**config.mk**
```make
export PLATFORM = sky130hd
export DESIGN_NAME = ram_bank
export DESIGN_NICKNAME = d
export VERILOG_FILES = /design/src/rtl/ram_pkg.sv /design/src/rtl/ram_clear_ctrl.sv /design/src/rtl/ram_bank.sv
export SDC_FILE = /design/constraint.sdc
export NUM_CORES = 1
export LEC_CHECK = 0
export ABC_AREA = 0
export CAP_MARGIN = 40
export CORE_MARGIN = 3
export CORE_UTILIZATION = 45
export CTS_CLUSTER_DIAMETER = 50
export DETAILED_ROUTE_END_ITERATION = 16
export GPL_TIMING_DRIVEN = 0
export PLACE_DENSITY = 0.69
export SLEW_MARGIN = 10
export SYNTH_ARGS = -nofsm -noshare
export SYNTH_HDL_FRONTEND = slang
export SYNTH_SLANG_ARGS = --single-unit
```
**constraint.sdc**
```tcl
create_clock -name clk -period 5.9 [get_ports clk]
set_input_delay 1.18 -clock clk [delete_from_list [all_inputs] [get_ports clk]]
set_output_delay 1.18 -clock clk [all_outputs]
set_load 0.02 [all_outputs]
```
**src/rtl/ram_pkg.sv**
```systemverilog
// Shared definitions for the ram_bank data RAM: FSM encoding, lane width and byte parity helper.
package ram_pkg;

   localparam int LANE_W = 8;

   typedef enum logic {
      ST_CLEAR = 1'b0,
      ST_IDLE  = 1'b1
   } state_e;

   // Even parity: stored bit makes the total count of ones in lane+parity even.
   function automatic logic byte_parity(input logic [LANE_W-1:0] b);
      return ^b;
   endfunction

endpackage

```
**src/rtl/ram_clear_ctrl.sv**
```systemverilog
// Post-reset clear sequencer: walks every word address once, writing zero, then parks in IDLE.
module ram_clear_ctrl
   import ram_pkg::*;
#(
   parameter int ADDR_W = 5
) (
   input  logic              clk,
   input  logic              rst,
   output logic              clr_we_o,
   output logic [ADDR_W-1:0] clr_addr_o,
   output logic              busy_o
);

   state_e            state_q, state_d;
   logic [ADDR_W-1:0] cnt_q, cnt_d;

   always_ff @(posedge clk or posedge rst) begin
      if (rst) begin
         state_q <= ST_CLEAR;
         cnt_q   <= '0;
      end else begin
         state_q <= state_d;
         cnt_q   <= cnt_d;
      end
   end

   // The counter wraps back to 0 on the last clear write, ready for the next reset.
   always_comb begin
      state_d  = state_q;
      cnt_d    = cnt_q;
      clr_we_o = 1'b0;
      busy_o   = 1'b0;
      unique case (state_q)
         ST_CLEAR: begin
            clr_we_o = 1'b1;
            busy_o   = 1'b1;
            cnt_d    = cnt_q + ADDR_W'(1);
            if (&cnt_q) begin
               state_d = ST_IDLE;
            end
         end
         ST_IDLE: begin
            state_d = ST_IDLE;
         end
         default: begin
            state_d = ST_CLEAR;
         end
      endcase
   end

   assign clr_addr_o = cnt_q;

endmodule

```
**src/rtl/ram_bank.sv**
```systemverilog
// Single-port data RAM with byte-lane writes, registered read + valid strobe and post-reset clear.
// Optional per-lane even parity storage and checking when RAM_PARITY_EN is defined.
module ram_bank
   import ram_pkg::*;
#(
   parameter int DATA_W = 32,
   parameter int ADDR_W = 5,
   parameter int BYTES  = DATA_W / 8
) (
   input  logic              clk,
   input  logic              rst,
   input  logic              ram_ena,
   input  logic              wena,
   input  logic [BYTES-1:0]  byte_en,
   input  logic [ADDR_W-1:0] addr,
   input  logic [DATA_W-1:0] data_in,
   output logic [DATA_W-1:0] data_out,
   output logic              rd_valid,
   output logic              busy,
   output logic              parity_err
);

   localparam int DEPTH = 2 ** ADDR_W;
`ifdef RAM_PARITY_EN
   localparam int MEM_W = DATA_W + BYTES;
`else
   localparam int MEM_W = DATA_W;
`endif

   logic [MEM_W-1:0]  mem [DEPTH];

   logic              clr_we;
   logic [ADDR_W-1:0] clr_addr;
   logic              wr_en, rd_en;
   logic [MEM_W-1:0]  rd_word;
   logic              rd_perr;

   logic [DATA_W-1:0] data_out_q, data_out_d;
   logic              rd_valid_q, rd_valid_d;
   logic              parity_err_q, parity_err_d;

   ram_clear_ctrl #(
      .ADDR_W (ADDR_W)
   ) u_clear (
      .clk        (clk),
      .rst        (rst),
      .clr_we_o   (clr_we),
      .clr_addr_o (clr_addr),
      .busy_o     (busy)
   );

   assign wr_en   = ram_ena & wena & ~busy;
   assign rd_en   = ram_ena & ~wena & ~busy;
   assign rd_word = mem[addr];

   // Clear writes take the port; user accesses are dropped while busy.
   always_ff @(posedge clk) begin
      if (clr_we) begin
         mem[clr_addr] <= '0;
      end else if (wr_en) begin
         for (int i = 0; i < BYTES; i++) begin
            if (byte_en[i]) begin
               mem[addr][i*LANE_W +: LANE_W] <= data_in[i*LANE_W +: LANE_W];
`ifdef RAM_PARITY_EN
               mem[addr][DATA_W+i] <= byte_parity(data_in[i*LANE_W +: LANE_W]);
`endif
            end
         end
      end
   end

`ifdef RAM_PARITY_EN
   always_comb begin
      rd_perr = 1'b0;
      for (int i = 0; i < BYTES; i++) begin
         if (byte_parity(rd_word[i*LANE_W +: LANE_W]) != rd_word[DATA_W+i]) begin
            rd_perr = 1'b1;
         end
      end
   end
`else
   assign rd_perr = 1'b0;
`endif

   always_comb begin
      data_out_d   = data_out_q;
      rd_valid_d   = 1'b0;
      parity_err_d = 1'b0;
      if (rd_en) begin
         data_out_d   = rd_word[DATA_W-1:0];
         rd_valid_d   = 1'b1;
         parity_err_d = rd_perr;
      end
   end

   always_ff @(posedge clk or posedge rst) begin
      if (rst) begin
         data_out_q   <= '0;
         rd_valid_q   <= 1'b0;
         parity_err_q <= 1'b0;
      end else begin
         data_out_q   <= data_out_d;
         rd_valid_q   <= rd_valid_d;
         parity_err_q <= parity_err_d;
      end
   end

   assign data_out   = data_out_q;
   assign rd_valid   = rd_valid_q;
   assign parity_err = parity_err_q;

endmodule
```
After elaboration in Yosys (flattened, before gate mapping)
Memories as Yosys holds them, arrays and structs flattened. A register that Yosys moved wholly into a read port is not among the register bits.
Index checks and enable logic that the tools add are counted.
Widths: inputs -> output; s select.

storage, ports and cells
  output and inout bits = 35
  register bits after elaboration = 7
  input bits = 45
  bits in writable memories = 1024
  logic and storage cells = 36
  memories = 1

operators by class
  muxes and demuxes = 23
  bitwise operators = 6
  reduce and logical (&&, ||, !) cells = 2
  add/subtract/negate cells = 1

memory list
  memory  depth  width  read ports  clocked after memory_dff  wr ports  RTL line        text
  mem     32     32     1           1                         1         ram_bank.sv:30  logic [MEM_W-1:0] mem [DEPTH];

operator list
  operator             number
  $mux 32              1
  $reduce_or 32->1     1
  $mux 1               19
  $add 5x1->5 const B  1
  $mux 5               1
  $reduce_and 5->1     1
  $and 1x1->1          4
  $mux 4               1
  $not 1->1            2
  $pmux 1 s2           1

Longest topological paths before layout
Gate-level depths: netlist (run 1).

  depth after elaboration = 7
  depth in mapped cells = 9
  mapped depth without buffers = 5

Modules after synthesis
A second synthesis (run 1) with hierarchy kept.

unflattened totals
  cells, all modules = 2392
  area total of the unflattened synthesis = 42673.4 µm²

modules (own cells, without submodules)
  module          area each (µm²)  cells each  sequential area each (µm²)  times used
  ram_bank        42358.1          2371        31575.3                     1
  ram_clear_ctrl  315.3            21          150.1                       1

Worst setup path after synthesis (run 1)
Ideal clock, no wire load.

  kind = input -> register
  start point = input port addr[0]
  end point = memory mem[25][0] in the netlist's numbering, enable pin
  data required time = 5.530 ns
  buffers on the path = 4
  arrival time = 2.719 ns
  slack = 2.811 ns
  cell stages on the path = 7
  setup time = 0.370 ns
  cell sequence = buf_4 > buf_6 > buf_4 > buf_4 > nor2b_1 > a31oi_1 > nor2_1

between the ends
  cells in the longest elaborated chain, start to end = 1

ends and longest elaborated chain
  what                     RTL line        text
  start, declared          ram_bank.sv:15  input logic [ADDR_W-1:0] addr,
  $mux 5 (no source line)  --
  end, declared            ram_bank.sv:30

Every way passes these cells.

Worst setup path after layout (run 1)
  start point = input port byte_en[2]
  end point = memory mem[17][22] in the netlist's numbering (data pin)

between the ends
  cells in the longest elaborated chain, start to end = 6

ends and longest elaborated chain
  what                               RTL line        text
  start, declared                    ram_bank.sv:14  input logic [BYTES-1:0] byte_en,
  $mux 1                             ram_bank.sv:62  if (byte_en[i]) begin
  $mux 1                             ram_bank.sv:60  end else if (wr_en) begin
  $mux 1                             ram_bank.sv:58  if (clr_we) begin
  $mux 1 (implied by the code)       ram_bank.sv:63  mem[addr][i*LANE_W +: LANE_W] <= data_in[i*LANE_W +: LANE_W];
  $reduce_or 32->1 (no source line)  --
  $mux 32 (no source line)           --

Every way passes these cells.

==> impl_metrics.toml, run 1 <==
[outcome]
status = "finished clean"

[floorplanning]
num_rows = 111
die_x_um = 313.0
initial_utilization = 0.4586
dieHeight_um = 313.0
num_io_pins = 80
fp.dieArea_um2 = 97980
core_um2 = 92500

[finish]
mostFrequentLayoutCell = "edfxtp_1"
layout_common_cells = "edfxtp_1 (1,024), mux2i_1 (512), nor2_1 (136), a22oi_1 (128), clkbuf_16 (106)"
fillers = 7144
fin_area_um2 = 49480
syn_to_final_growth_pct = 16.65
regArea_um2 = 31730
multi_input_area_um2 = 9847
nets = 2706
layout-drive-gt1-share = 0.1495

[routing]
wire_per_inst_um = 29.61
routed_wl_um = 118300
via_count = 24100
vias_per_cell = 6.033
drc = 0
detail-route-antenna-nets = 0
detail_route.iter0.violations = 2819
dr.pass1.iters = 5

[clocking]
cts_inserted_buffers = 106
cts_tree = "built"
clockBufferDepth = 3
cts_resized = 0
clk_latency_ns = 0.68
path_clk_slew_ns = 0.06
root_buffer = "clkbuf_16"
cts_hold_buf = 0
postCtsSetupBuffers = 0
cts_max_level = 3
cts.sinks = 1063

[placement]
port_buffers = 77
gp_congestion = 0.8827
dpl.hpwl_um = 84670
place_area_um2 = 45830

[sta]
tns_ns = 0
max_freq_ghz = 0.2389
period_needed_ns = 4.187
tightestPinTransition_ns = 0.9792
rsz0062_at_grt = "no"
clock_skew_ns = 0.03499
slew_headroom = 0.3451
hold_viol_final = 0
setup_viol = 0
finalCritPeriodShare = 0.7096
slew_viol_final = 0

[global_routing]
grt.overflow.total = 0
antenna_found_initial = 1
grt_max_degree = 27
grt_pass1_wl_um = 167800
grt_pass1_vias = 24190
track_usage = 0.2373

[pwr]
p_seq_frac = 0.513
pwr_density_cell_nw_per_um2 = 328.4
power_uw = 16250
switching_share = 0.2218
peakVddDrop_mv = 0.2534
leakage_uw = 0.01900
p_int_uw = 12640
power_switching_uw = 3604
clkPwrFrac = 0.421
power_frac_comb = 0.066

[yosys]
synth_nets = 2441
synth_fa_ha_area_frac = 0.0005899
synth-simple-area-share = 0.02575
yosys-mux-area-fraction = 0.1213
synth_top_area_share = 0.7249
ys_seq_area_frac = 0.7479
async_flop_share = 0.03669
synthFlopType = "edfxtp_1"
avgSynthCellArea_um2 = 17.72
synthXorXnorAreaFrac = 0.0006194
synth_warnings = 0
synth_compound_area_frac = 0.08221
ys_ff_latch = 1063
netlist_area_um2 = 42420
synth_cell_types = 41
yosys.area.top_type = "edfxtp_1"
synth_area_leaders = "edfxtp_1 (72%), mux2i_1 (12%), dfrtp_1 (2.3%)"
synth_edf_count = 1024
synth_top_family_by_area = "multiplexers"
synth_cells = 2394

[flow_run]
maxCapViolations = 0

[min_path]
hold_class = "reg -> reg"
min_to = "data_out[30]"
whs_path_depth = 2
min-delay-start = "data_out[30]"

[worst_setup_path]
crit_path_end_kind = "register"
rrSetupSlack_ns = 2.40
worst_ep_arrival_time_ns = 4.72
path_class = "in -> reg"
start_kind = "primary input"
worstPathRequired_ns = 6.43
r2r_end = "mem[17][22]"
timing.rr.start = "u_clear.state_q"
worst_r2r_path_depth = 8
crit_fanout = 17
==> registers in the layout, indices dropped and copies added, names as in the netlist <==
signal,count
data_out,32
mem,1024
rd_valid,1
u_clear.clr_addr_o,5
u_clear.state_q,1
==> per-stage QoR <==
stage	std cells	hold slack (ns)	worst slack, ns	utilization
after global placement	3714	0.4965	0.4610	0.4837
after CTS	3987	0.5328	1.783	0.5344
after detailed placement	3788	0.5133	1.098	0.4955
final	3994	0.5189	1.713	0.5349
after global routing	3993	0.5351	1.594	0.5349
after floorplan	2394	0.4722	2.811	-
==> power by group through the flow <==
stage	combinational (uW)	sequential (uW)	clock, uW
final	1080	8330	6840
after detailed placement	1060	8490	0
after global routing	1120	8330	7180
after global placement	984	8500	0
after CTS	1070	8330	6890
after floorplan	532	8510	0
==> critical path, stage by stage <==
cell and delay (ns):
clkdlybuf4s50_1 0.78, nor4_1 0.13, nor2_2 0.37, clkbuf_1 0.42, buf_8 0.23, clkbuf_1 0.56, and2_1 0.77, buf_8 0.24
==> cells in the mapped netlist (3+ instances only) <==
master / count
a21oi_1: 72
a221oi_1: 32
a221oi_2: 32
a22o_1: 64
a22oi_1: 128
a31oi_1: 11
a41oi_1: 3
and2_1: 34
buf_1: 10
buf_2: 20
buf_4: 32
buf_6: 18
clkbuf_1: 68
clkbuf_4: 6
dfrtp_1: 39
edfxtp_1: 1024
inv_1: 4
mux2i_1: 512
nand2_1: 37
nand2b_1: 6
nor2_1: 136
nor2b_1: 7
nor3_1: 5
nor4_1: 8
o22ai_1: 32
o41ai_2: 32
xnor2_1: 3
==> routing by layer <==
metal	share of wire	up-vias	GRT usage
li1	-	10150	-
met4	0.042	0	0.09766
met2	0.48	1304	0.3843
met5	0	-	0
met1	0.38	12380	0.3117
met3	0.099	260	0.05269
==> kinds of logic (layout without fill, tap and decap cells) <==
| family | count (synthesis) | after routing |
|---|---|---|
| buffers and inverters | 159 | 515 |
| AOI/OAI and AO/OA | 408 | 408 |
| DFF | 1063 | 1063 |
| other | 1 | 2 |
| muxes | 514 | 514 |
| and+or+nand+nor | 244 | 244 |
| adders and majority gates | 2 | 2 |
| xor gates and xnor gates | 3 | 3 |
==> cell type report <==
type,count,area share
clock buffer,128,0.05629
inverter,4,0.0003035
clock inverter,71,0.01636
sequential,1063,0.6412
multi-input combinational,1172,0.1990
antenna,1,0.00005058
tap,1243,0.03143
buffer,155,0.01811
timing repair buffer,157,0.03725
==> worst max-delay path by stage <==
stage	from	end	cells past startpoint	slack, ns
2_1_floorplan	addr[0]	mem[25][0]	7	2.81
3_3_place_gp	byte_en[2]	mem[10][3]	6	0.46
3_5_place_dp	wena	mem[16][22]	8	1.10
4_1_cts	wena	mem[7][22]	8	1.78
5_1_grt	byte_en[2]	mem[17][22]	8	1.59
6_report	byte_en[2]	mem[17][22]	8	1.71
Note: power is estimated with default switching activity, not from simulation.
==> run 2, diff against run 1 <==
- PLACE_DENSITY: 0.69 -> 0.71
- clock period: 5.9 -> 3.7 ns (I/O delays scaled with it)
==> run 2 against run 1 <==
Net effect:
- cell count is 0.20% higher
- worst setup slack worse by 1.6 ns
- sequential power is 60% higher
- global-route usage is 0.36 points higher
- sequential share of layout area is 0.42 points lower
- total power is 65% higher
- largest cell class unchanged
- die area stayed put
- cell area is 0.66% higher
- utilization is 0.35 points higher
==> impl_metrics.toml, run 2 (synthesis gave the netlist of run 1 again) <==
[outcome]
status = "finished clean"

[pwr]
pwr_density_cell_nw_per_um2 = 537.9
leakage_uw = 0.01919
peakVddDrop_mv = 0.4293
power_uw = 26790

[finish]
nets = 2709
largest_reg_flops = 1024
fillers = 7089
syn_to_final_growth_pct = 17.41
layout-drive-gt1-share = 0.1534
mostFrequentLayoutCell = "edfxtp_1"
layout_common_cells = "edfxtp_1 (1,024), mux2i_1 (512), nor2_1 (136), a22oi_1 (128), clkbuf_16 (113)"
top_register = "mem"

[global_routing]
grt.overflow.total = 0
antenna_found_initial = 0
grt_pass1_wl_um = 169400
track_usage = 0.2409
grt_max_degree = 29
grt_pass1_vias = 24470

[floorplanning]
core_um2 = 92500
die_x_um = 313.0
dieHeight_um = 313.0
num_rows = 111
initial_utilization = 0.4586
num_io_pins = 80
fp.dieArea_um2 = 97980

[sta]
clock_skew_ns = 0.02358
period_needed_ns = 3.631
slew_headroom = 0.3609
slew_viol_final = 0
timing.hold.ws_ns = 0.5042
finalCritPeriodShare = 0.9814
rsz0062_at_grt = "no"
tightestPinTransition_ns = 0.9586
max_freq_ghz = 0.2754
hold_viol_final = 0
setup_viol = 0

[worst_setup_path]
timing.rr.start = "u_clear.state_q"
slowest_delay_ns = 0.70
worst_ep_arrival_time_ns = 3.93
worstPathRequired_ns = 3.99
crit_fanout = 10
path_delay_family = "buffers and inverters"
crit_start = "ram_ena"
crit_path_end_kind = "register"
crit_path_top_delay_cell = "nor2_1"
worst-path-buf-inv = 3
path_class = "in -> reg"
rrSetupSlack_ns = 0.16
start_kind = "primary input"
path_cells = "clkdlybuf4s50_1 > nand3_1 > nor2_2 > clkbuf_1 > a31oi_2 > buf_6 > nor2_1"

[routing]
via_count = 24310
vias_per_cell = 6.075
dr.pass1.iters = 7
routed_wl_um = 119900
wire_per_inst_um = 29.96
detail-route-antenna-nets = 0
detail_route.iter0.violations = 3221
drc = 0

[clocking]
cts_inserted_buffers = 111
cts_max_level = 3
cts.sinks = 1063
cts_tree = "built"
clk_latency_ns = 0.68
root_buffer = "clkbuf_16"
path_clk_slew_ns = 0.06
clockBufferDepth = 3
postCtsSetupBuffers = 0

[min_path]
min-delay-start = "data_out[15]"
hold_class = "reg -> reg"

[placement]
dpl.hpwl_um = 85330
port_buffers = 77
gp_congestion = 0.9195

[flow_run]
maxCapViolations = 0
==> run 2: cell types whose count changed in the layout (fill, tap and decap cells not counted), moves of 2 or more <==
| cell | delta |
|---|---|
| buf_6 | -10 |
| inv_6 | +3 |
| and2_1 | -5 |
| clkbuf_16 | +7 |
| bufinv_16 | +6 |
| clkinv_4 | +6 |
| clkinv_2 | -6 |
| and2_2 | +5 |
| clkinvlp_4 | -8 |
| clkbuf_2 | +2 |
| buf_8 | +3 |
| clkinv_8 | -2 |
| buf_4 | +4 |
==> run 2: routing by layer <==
metal  vias to the layer above  track usage  wire, um
met3                       333      0.06717     13560
met1                     12340       0.3145     45030
met2                      1482       0.3794     55230
met5                         -            0         0
met4                         0       0.1044      6071
li1                      10160            -         -
==> run 2: worst paths after layout <==
path | cells past startpoint | end
worst min-delay path | 2 | data_out[15]
worst max-delay path | 7 | mem[13][17]
worst min register to register | 2 | data_out[15]
max in group asynchronous | 3 | data_out[21]
worst max register to register | 7 | mem[13][17]
min in group asynchronous | 2 | data_out[6]
==> run 2: timing repair <==
action	4_1_cts	5_1_grt
gates resized for setup	0	9
hold buffers	0	0
endpoints found under the setup margin	0	259
endpoints found under the hold margin	0	0
==> run 2: metrics by stage <==
step | TNS, ns | area, um2 | setup WS [ns] | std cells | util
2_1_floorplan | 0 | 42420 | 1.051 | 2394 | -
4_1_cts | 0 | 49760 | 0.07930 | 3997 | 0.5380
3_5_place_dp | -453.62 | 45840 | -0.6209 | 3789 | 0.4956
6_report | 0 | 49800 | 0.06870 | 4002 | 0.5384
5_1_grt | 0 | 49800 | 0.05153 | 4000 | 0.5384
3_3_place_gp | -1091.85 | 44740 | -0.9941 | 3714 | 0.4837
==> run 2: cell type report <==
cell class                      instances  area [um2]  area share
Multi-Input combinational cell       1172        9853      0.1978
Inverter                                4       15.01   0.0003015
Timing Repair Buffer                  155        1833     0.03681
Clock buffer                          138        2982     0.05987
Tap cell                             1243        1555     0.03123
Antenna cell                            2       5.005   0.0001005
Sequential cell                      1063       31730      0.6370
Clock inverter                         70       935.9     0.01879
Buffer                                155       898.4     0.01804
==> run 2: worst register-to-register path: cells and delay by family, from the launching register on <==
family,cells,cell delay (ns)
AND/OR/NAND/NOR,3,1.28
buffers and inverters,3,1.14
AO/OA/AOI/OAI,1,0.41
flip-flops,1,0.32
==> run 2: power breakdown <==
group | internal [uW] | switching [uW] | leakage (uW)
Sequential | 13200 | 72.4 | 0.0117
Combinational | 631 | 1110 | 0.00556
Clock | 7090 | 4670 | 0.00191
==> run 3, diff against run 2 <==
- TNS_END_PERCENT: not set -> 10
==> run 3 against run 2 <==
Net effect:
- the flow now finishes with violations (setup timing)
- register-to-register slack worse by 0.04 ns
- non-clock buffer count stayed put
- utilization hardly changed
- cell area hardly changed
- sequential power hardly changed
- cell count hardly changed
- hold slack hardly changed
- sequential share of layout area hardly changed
- clock power hardly changed
- sequential cell count stayed put
- die area stayed put
- worst setup slack worse by 0.072 ns
- critical endpoint is now mem[25][1]
- largest power group unchanged
==> impl_metrics.toml, run 3 (synthesis gave the netlist of run 1 again) <==
[floorplanning]
dieHeight_um = 313.0
num_io_pins = 80
core_um2 = 92500
num_rows = 111
initial_utilization = 0.4586
fp.dieArea_um2 = 97980
die_x_um = 313.0

[routing]
detail-route-antenna-nets = 0
drc = 0
detail_route.iter0.violations = 3289
via_count = 24380
wire_per_inst_um = 30.01
routed_wl_um = 120000
dr.pass1.iters = 7
vias_per_cell = 6.095

[clocking]
clk_latency_ns = 0.68
cts_inserted_buffers = 111
clockBufferDepth = 3
root_buffer = "clkbuf_16"
cts_hold_buf = 0
path_clk_slew_ns = 0.06
postCtsSetupBuffers = 0
cts_tree = "built"
cts_max_level = 3
cts.sinks = 1063

[worst_setup_path]
crit_path_top_delay_cell = "clkbuf_1"
timing.rr.start = "u_clear.state_q"
cpMostUsedCell = "clkbuf_1"
cp_num_cells = 7
crit_start = "ram_ena"
slowest_delay_ns = 0.71
path_delay_family = "buffers and inverters"
worst_ep_arrival_time_ns = 4.21
crit_fanout = 17
crit_path_end = "mem[25][1]"
rrSetupSlack_ns = 0.12
path_cells = "clkdlybuf4s50_1 > nand3_1 > nor2_2 > clkbuf_1 > clkbuf_1 > and2_1 > buf_8"
start_kind = "primary input"
crit_path_end_kind = "register"
worst-path-buf-inv = 4
worstPathRequired_ns = 4.21
path_class = "in -> reg"
worst_r2r_path_depth = 7
r2r_end = "mem[25][1]"

[placement]
dpl.hpwl_um = 85330
dp.cells = 3789
gp_congestion = 0.9195
port_buffers = 77
place_area_um2 = 45840

[pwr]
pwr_density_cell_nw_per_um2 = 538.0
power_uw = 26790
peakVddDrop_mv = 0.4310
leakage_uw = 0.01918

[min_path]
min-delay-start = "data_out[15]"
hold_class = "reg -> reg"

[finish]
syn_to_final_growth_pct = 17.39
final_util = 0.5383
stdcell_count = 4000
fin_area_um2 = 49800
nets = 2709
largest_reg_flops = 1024
antenna_cells = 0
layout-drive-gt1-share = 0.1527
layout_common_cells = "edfxtp_1 (1,024), mux2i_1 (512), nor2_1 (136), a22oi_1 (128), clkbuf_16 (113)"
mostFrequentLayoutCell = "edfxtp_1"
top_register = "mem"

[global_routing]
grt_pass1_vias = 24470
grt_pass1_wl_um = 169400
grt-busiest-layer = "met2"
use_met2 = 0.3794
antenna_found_initial = 0
grt.overflow.total = 0
track_usage = 0.2409
grt_max_degree = 29
grtUsageMet3 = 0.06717
gr-usage-met1 = 0.3145

[sta]
rsz0062_at_grt = "yes"
timing.hold.ws_ns = 0.5039
hold_viol_final = 0
period_needed_ns = 3.703
max_freq_ghz = 0.2701
finalCritPeriodShare = 1.001
setup_viol = 1
slew_headroom = 0.3612
fin_ws_ns = -0.002984
slew_viol_final = 0
tightestPinTransition_ns = 0.9582
clock_skew_ns = 0.02388

[outcome]
status = "finished, violations left"
violations = "setup timing"

[flow_run]
maxCapViolations = 0
## run 3: cell count changes in the layout (fill, tap and decap cells not counted), sizes merged
cell,change
diode,-2
## run 3: worst min path at each step
stage,end,cells after the start
3_3_place_gp,data_out[15],2
6_report,data_out[15],2
3_5_place_dp,data_out[30],2
4_1_cts,data_out[6],2
5_1_grt,data_out[15],2
2_1_floorplan,u_clear.clr_addr_o[2],1
## run 3: routing by layer
| metal | vias to the layer above | part of all wire | routed length, um |
|---|---|---|---|
| li1 | 10160 | - | - |
| met1 | 12390 | 0.38 | 45200 |
| met2 | 1503 | 0.46 | 55190 |
| met3 | 335 | 0.11 | 13590 |
| met4 | 0 | 0.050 | 6050 |
| met5 | - | 0 | 0 |
## run 3: final cells by class
class	count	area, um2
clock inverters	70	935.9
clock buffers	138	2982
flip-flops and latches	1063	31730
multi-input cells	1172	9853
inverters	4	15.01
repair buffers	155	1833
fillers	7084	42700
well taps	1243	1555
plain buffers	155	895.9
## run 3: worst register-to-register path: stages (launching register included)
cell and delay [ns]:
dfrtp_1 0.32, buf_2 0.20, nand3_1 0.16, nor2_2 0.42, clkbuf_1 0.66, clkbuf_1 0.71
and2_1 0.69, buf_8 0.25
## run 3: through the flow
stage / setup TNS (ns) / setup slack (ns)
finish: -0.002984 / -0.002984
global route: -3.265 / -0.09103
CTS: 0 / 0.07930
detailed placement: -453.62 / -0.6209
global placement: -1091.85 / -0.9941
floorplan: 0 / 1.051
## run 3: where the power goes
| group | internal (uW) | total, uW | switching (uW) |
|---|---|---|---|
| Combinational | 631 | 1750 | 1110 |
| Clock | 7090 | 11800 | 4670 |
| Sequential | 13200 | 13300 | 72.7 |
| Total | 20900 | 26800 | 5860 |
## run 3: repair_timing
item,in CTS,in global routing
hold endpoints to repair,0,0
gates resized for setup,0,5
endpoints found under the setup margin,0,259
